==> src/rtl/dma_backend_arbiter.sv <==
// rtl/dma_backend_arbiter.sv - round-robin sharing of one DMA backend among NumReq frontends
// Owner indices of in-flight jobs are queued in issue order so completions route back.
module dma_backend_arbiter #(
    parameter int unsigned NumReq         = 4,
    parameter int unsigned AddrWidth      = 32,
    parameter int unsigned LenWidth       = 32,
    parameter int unsigned MaxOutstanding = 8
) (
    input  logic                                 clk_i,
    input  logic                                 rst_ni,
    input  logic [NumReq*AddrWidth-1:0]          req_src_addr_i,
    input  logic [NumReq*AddrWidth-1:0]          req_dst_addr_i,
    input  logic [NumReq*LenWidth-1:0]           req_num_bytes_i,
    input  logic [NumReq-1:0]                    req_valid_i,
    output logic [NumReq-1:0]                    req_ready_o,
    output logic [NumReq-1:0]                    req_done_o,
    output logic [NumReq-1:0]                    req_busy_o,
    output logic [AddrWidth-1:0]                 dm_src_addr_o,
    output logic [AddrWidth-1:0]                 dm_dst_addr_o,
    output logic [LenWidth-1:0]                  dm_num_bytes_o,
    output logic                                 dm_valid_o,
    input  logic                                 dm_ready_i,
    input  logic                                 dm_trans_complete_i,
    output logic [$clog2(MaxOutstanding+1)-1:0]  outstanding_o,
    output logic                                 idle_o
);
    localparam int unsigned IdxW = $clog2(NumReq);
    localparam int unsigned CntW = $clog2(MaxOutstanding + 1);
    localparam int unsigned PtrW = (MaxOutstanding > 1) ? $clog2(MaxOutstanding) : 1;

    logic [IdxW-1:0] r_ptr;
    logic            r_lock;
    logic [IdxW-1:0] r_lock_idx;
    logic [IdxW-1:0] r_fifo [MaxOutstanding];
    logic [PtrW-1:0] r_wr;
    logic [PtrW-1:0] r_rd;
    logic [CntW-1:0] r_count;
    logic [CntW-1:0] r_cnt [NumReq];
    logic [NumReq-1:0] r_done;

    logic [IdxW-1:0] w_win;
    logic [IdxW-1:0] w_head;
    logic [IdxW:0]   w_sum;
    logic            w_found;
    logic            w_any;
    logic            w_full;
    logic            w_hs;
    logic            w_pop;
    logic [NumReq-1:0] w_inc;
    logic [NumReq-1:0] w_dec;

    assign w_full = (r_count == CntW'(MaxOutstanding));
    assign w_head = r_fifo[r_rd];

    // A stalled grant stays with its requester; otherwise search from the RR pointer.
    always_comb begin
        w_win   = '0;
        w_found = 1'b0;
        w_sum   = '0;
        w_any   = 1'b0;
        if (r_lock) begin
            w_win = r_lock_idx;
            w_any = req_valid_i[r_lock_idx];
        end else begin
            w_any = |req_valid_i;
            for (int k = 0; k < NumReq; k++) begin
                w_sum = {1'b0, r_ptr} + (IdxW+1)'(k);
                if (w_sum >= (IdxW+1)'(NumReq)) begin
                    w_sum = w_sum - (IdxW+1)'(NumReq);
                end
                if (!w_found && req_valid_i[w_sum[IdxW-1:0]]) begin
                    w_found = 1'b1;
                    w_win   = w_sum[IdxW-1:0];
                end
            end
        end
    end

    assign dm_valid_o     = w_any & ~w_full;
    assign dm_src_addr_o  = req_src_addr_i[w_win*AddrWidth +: AddrWidth];
    assign dm_dst_addr_o  = req_dst_addr_i[w_win*AddrWidth +: AddrWidth];
    assign dm_num_bytes_o = req_num_bytes_i[w_win*LenWidth +: LenWidth];
    assign w_hs           = dm_valid_o & dm_ready_i;
    assign w_pop          = dm_trans_complete_i & (r_count != '0);
    assign req_ready_o    = w_hs ? (NumReq'(1) << w_win) : '0;
    assign req_done_o     = r_done;
    assign outstanding_o  = r_count;
    assign idle_o         = (r_count == '0) & ~dm_valid_o;

    always_comb begin
        w_inc      = '0;
        w_dec      = '0;
        req_busy_o = '0;
        for (int i = 0; i < NumReq; i++) begin
            w_inc[i]      = w_hs & (w_win == IdxW'(i));
            w_dec[i]      = w_pop & (w_head == IdxW'(i));
            req_busy_o[i] = (r_cnt[i] != '0);
        end
    end

    always_ff @(posedge clk_i or negedge rst_ni) begin
        if (!rst_ni) begin
            r_ptr      <= '0;
            r_lock     <= 1'b0;
            r_lock_idx <= '0;
            r_wr       <= '0;
            r_rd       <= '0;
            r_count    <= '0;
            r_done     <= '0;
            for (int i = 0; i < NumReq; i++) begin
                r_cnt[i] <= '0;
            end
        end else begin
            r_done <= w_pop ? (NumReq'(1) << w_head) : '0;
            if (w_hs) begin
                r_lock <= 1'b0;
                r_ptr  <= (w_win == IdxW'(NumReq - 1)) ? '0 : w_win + 1'b1;
                r_wr   <= (r_wr == PtrW'(MaxOutstanding - 1)) ? '0 : r_wr + 1'b1;
            end else if (dm_valid_o) begin
                r_lock     <= 1'b1;
                r_lock_idx <= w_win;
            end
            if (w_pop) begin
                r_rd <= (r_rd == PtrW'(MaxOutstanding - 1)) ? '0 : r_rd + 1'b1;
            end
            if (w_hs && !w_pop) begin
                r_count <= r_count + 1'b1;
            end else if (!w_hs && w_pop) begin
                r_count <= r_count - 1'b1;
            end
            for (int i = 0; i < NumReq; i++) begin
                if (w_inc[i] && !w_dec[i]) begin
                    r_cnt[i] <= r_cnt[i] + 1'b1;
                end else if (!w_inc[i] && w_dec[i]) begin
                    r_cnt[i] <= r_cnt[i] - 1'b1;
                end
            end
        end
    end

    // Owner storage carries no control meaning while empty, so it needs no reset.
    always_ff @(posedge clk_i) begin
        if (w_hs) begin
            r_fifo[r_wr] <= w_win;
        end
    end

    a_pending_stable: assert property (@(posedge clk_i) disable iff (!rst_ni)
        r_lock |-> (req_valid_i[r_lock_idx] && $stable(dm_src_addr_o) &&
                    $stable(dm_dst_addr_o) && $stable(dm_num_bytes_o)));

    a_complete_nonempty: assert property (@(posedge clk_i) disable iff (!rst_ni)
        dm_trans_complete_i |-> (r_count != '0))
        else $warning("completion pulse with no job outstanding ignored");

endmodule
==> config.mk <==
export PLATFORM = sky130hd
export DESIGN_NAME = dma_backend_arbiter
export DESIGN_NICKNAME = d
export VERILOG_FILES = /design/src/rtl/dma_backend_arbiter.sv
export SDC_FILE = /design/constraint.sdc
export NUM_CORES = 1
export LEC_CHECK = 0
export BUFFER_PORTS_ARGS = -buffer_cell sky130_fd_sc_hd__clkbuf_2
export CORE_AREA = 5 5 192 194
export CTS_CLUSTER_SIZE = 10
export DETAILED_ROUTE_END_ITERATION = 7
export DIE_AREA = 0 0 197 199
export GPL_TIMING_DRIVEN = 0
export HOLD_SLACK_MARGIN = 0.03
export SLEW_MARGIN = 20
export SYNTH_ARGS = -nofsm -noshare
export SYNTH_HDL_FRONTEND = slang
export SYNTH_SLANG_ARGS = --single-unit
==> constraint.sdc <==
create_clock -name clk_i -period 3.3 [get_ports clk_i]
set_input_delay 0.165 -clock clk_i [delete_from_list [all_inputs] [get_ports clk_i]]
set_output_delay 0.165 -clock clk_i [all_outputs]
set_load 0.02 [all_outputs]
==> metrics.md <==
| Metric | Value |
|---|---|
| RR Startpoint | `r_ptr[1]$_DFFE_PN0P_` |
| Failing checks | `negative hold slack` |
| Largest net degree at the start of global routing | `36` |
| Pre-CTS setup slack | `-0.744 ns` |
| Synth Area in XOR/XNOR | `3.24%` |
| Clk_skew | `0.00629 ns` |
| # Max-Cap Violations | `0` |
| HP Class | `in -> async` |
| Final Slew Violations | `0` |
| Num Clock Sinks | `51` |
| Post-synthesis sequential area ratio | `25.1%` |
| WL/cell | `20.3 um` |
| Global-route wire length before repair | `49.3 mm` |
| FILL cells | `4039` |
| Final cell count without fillers | `1740` |
| Top FF cell, synth | `dfrtp_1` |
| Proportion of layout cells with a drive suffix above 1 | `46.7%` |
| Number of synthesized register bits | `51` |
| Mean post-synth cell area | `7.14 um^2` |
| Critical path capture point type | `primary output` |
| CTS Hold Buffers Added | `0` |
| Largest family of logic cells by synthesized area | `compound AO/OA/AOI/OAI gates` |
| HPWL after DPL | `29.9 mm` |
| DR top layer | `met4` |
| Setup_tns | `0 ns` |
| EDFF count, synth | `16` |
| PwrDens | `1390 nW/um^2` |
| Final WL | `35.4 mm` |
| Least-Margin Pin Slew | `1.06 ns` |
| CTS tree | `yes` |
| Total Power | `12.2 mW` |
| # rows | `69` |
| Fin crit period | `3.17 ns` |
| Mapped Area | `5410 um^2` |
| Cells along the critical path | `or2_1 -> o22a_1 -> o21ai_2 -> buf_4 -> buf_12 -> clkbuf_1 -> a21oi_1 -> a32oi_1 -> clkbuf_2` |
| Slew headroom | `29.0%` |
| CP Data Required Time | `3.13 ns` |
| Final worst-path setup slack | `0.127 ns` |
| First-pass iteration count of the detailed router | `5` |
| CTS clk-pin slew, worst paths | `0.07 ns` |
| Max VDD drop | `0.497 mV` |
| Area of the die | `39200 um^2` |
| WL met2 | `17.1 mm` |
| Adder-Cell Fraction of Synth Area | `6.48%` |
| DR iter-0 viols | `517` |
| Fin. Hold Viols | `3` |
| Dpl cells | `1723` |
| RSZ-0062 raised after global routing | `no` |
| YS warnings | `0` |
| Async SR Flop Fraction | `68.6%` |
| Leakage power | `4.43 nW` |
| CP max stage delay | `0.81 ns` |
| Reg2Reg Capture Point | `r_cnt[3]$_DFFE_PN0P_` |
| CTS H-tree depth | `2` |
| Crit Path Class | `reg -> out` |
| M1 WL | `14.6 mm` |
| Initial cell density of the core | `15.4%` |
| DR DRC count | `0` |
| GRT Resource Usage Total | `16.3%` |
| Worst-skew pair later-pin latency | `0.29 ns` |
| Final Setup Violations | `0` |
| Crit path max fanout | `10` |
| Fmax | `0.315 GHz` |
| Nets | `1691` |
| Root Driver | `clkbuf_16` |
| DR WL met3 | `2.65 mm` |
| Post-Synth Simple-Gate Area | `25.0%` |
| Vias in the first global route | `8152` |
| Top post-synthesis cells by area | `nand2_1, dfrtp_1, a32oi_1, a21oi_1, edfxtp_1` |
| Port Buffer Count | `505` |
| CP startpoint kind | `register` |
| R2r setup slk | `0.17 ns` |
| # IOs | `506` |
| FF-to-FF path depth | `17` |
| Slowest stage cell, crit path | `clkbuf_1` |
| Placer congestion estimate | `0.964` |
| GRT overflow | `0` |
| Placed Area | `8510 um^2` |
| Worst Path Arrival | `3.01 ns` |
| Layout area overhead | `62.7%` |
| Area leader, netlist | `nand2_1` |
| Die Wd | `197 um` |
| Mux contribution to synthesized area | `5.56%` |
| Vias | `8161` |
| CTS buffer count | `5` |
| Mapped Cells | `757` |
| Placeable Area | `35100 um^2` |
| Max clock buf depth | `2` |
| Post-synthesis net count | `1174` |
| Via density | `4.69` |
| Initial antenna violation count | `5` |
| Number of antenna-violating nets in the routed design | `0` |
| Design Area, Final | `8790 um^2` |
| Share of the synthesized area in the top cell type | `20.6%` |
| Die H | `199 um` |
| Fin Hold WS | `-0.00506 ns` |
| Compound-cell area share of the yosys netlist | `27.6%` |
| Outcome | `complete, but fails checks` |
| Period Utilization, post-route | `96.1%` |
| Unique masters post-synth | `43` |
## worst max-delay path by stage
stage                              start               endpoint  slack, ns
floorplan             r_lock$_DFFE_PN0P_  r_cnt[15]$_DFFE_PN0P_       0.05
global placement    r_ptr[1]$_DFFE_PN0P_   r_cnt[3]$_DFFE_PN0P_      -0.67
detailed placement  r_ptr[1]$_DFFE_PN0P_   r_cnt[3]$_DFFE_PN0P_      -0.74
CTS                   r_lock$_DFFE_PN0P_   r_cnt[3]$_DFFE_PN0P_     -0.005
global route        r_ptr[1]$_DFFE_PN0P_     dm_num_bytes_o[15]      0.008
finish                r_lock$_DFFE_PN0P_      dm_src_addr_o[31]       0.13
## per-layer routing
layer  up-vias  GRT usage [%]
met4         0           4.42
met2       432           27.0
met3        56           3.10
met5         -              0
met1      3925           21.9
li1       3748              -
## cells in the mapped netlist (2+ instances only)
library cell  instances
nand2_2               2
xor2_1                5
buf_2                35
inv_1                15
nor3_1               10
inv_2                 2
nand2_1             297
o21ai_0               5
a21o_1                6
xnor2_1              15
nor3b_1               2
mux2_2               10
a32oi_1              96
nor2_2                2
a21oi_1             105
clkbuf_1             23
mux4_2                5
buf_4                 4
nor2_1               13
mux2_4                3
dfrtp_1              35
fa_1                  5
edfxtp_1             16
ha_1                 20
or4_1                 4
buf_1                 3
mux2i_1               3
## worst max-delay path: cells and delay by family, from the launching register on
kind,cells,cell delay (ns)
AO/OA/AOI/OAI,4,0.65
AND/OR/NAND/NOR,1,0.24
flip-flops,1,0.41
buffers and inverters,4,1.40
## area by class of cell
class	instances	area (um^2)	share of cell area, %
antenna	4	10.0	0.114
inverter	17	67.6	0.768
tap	461	577	6.56
clock buffer	5	125	1.42
clock inverter	3	23.8	0.270
timing repair buffer	511	2570	29.3
multi-input combinational	623	3710	42.2
buffer	65	349	3.97
sequential	51	1360	15.4
## per-stage QoR
| stage | utilization [%] | hold WS, ns |
|---|---|---|
| 2_1_floorplan | - | -0.131 |
| 5_1_grt | 25.1 | 0.0914 |
| 6_report | 25.1 | -0.00506 |
| 4_1_cts | 24.8 | 0.0365 |
| 3_3_place_gp | 24.3 | 0.345 |
| 3_5_place_dp | 24.3 | 0.343 |
## cells by family after synthesis
logic type | count (synthesis)
and+or+nand+nor | 339
AOI/OAI and AO/OA | 218
buffers and inverters | 83
DFF | 51
adders and majority gates | 25
muxes | 21
xor gates and xnor gates | 20
## sequential cells by signal, summed over array words and instances, names as in the netlist
signal / count
outstanding_o: 4
r_cnt: 16
r_fifo: 16
r_lock: 1
r_lock_idx: 2
r_ptr: 2
r_rd: 3
r_wr: 3
req_done_o: 4
## cells in the final DEF, fill, tap and decap left out, types with 3 or more instances in the layout
cell / netlist / layout
a21o_1: 6 / 6
a21oi_1: 105 / 104
a32oi_1: 96 / 96
buf_1: 3 / 3
buf_2: 35 / 32
buf_4: 4 / 9
clkbuf_1: 23 / 22
clkbuf_16: 0 / 5
clkbuf_2: 0 / 505
clkinvlp_4: 0 / 3
dfrtp_1: 35 / 34
diode_2: 0 / 4
edfxtp_1: 16 / 16
fa_1: 5 / 5
ha_1: 20 / 20
inv_1: 15 / 13
inv_2: 2 / 3
mux2_2: 10 / 10
mux2_4: 3 / 3
mux4_2: 5 / 5
nand2_1: 297 / 297
nor2_1: 13 / 13
nor3_1: 10 / 7
nor3_2: 1 / 3
o21ai_0: 5 / 5
or4_1: 4 / 4
xnor2_1: 15 / 15
xor2_1: 5 / 5
## timing repair
action,4_1_cts,5_1_grt
resized for setup,10,14
pin swaps,1,2
setup buffers,1,5
endpoints found under the setup margin,22,6
## report_power, final
part           leakage (nW)  internal [mW]  switching [mW]
Clock                0.0665          0.284           0.234
Sequential            0.563          0.966           0.266
Combinational          3.80           3.40            7.07
Note: power is estimated with default switching activity, not from simulation.
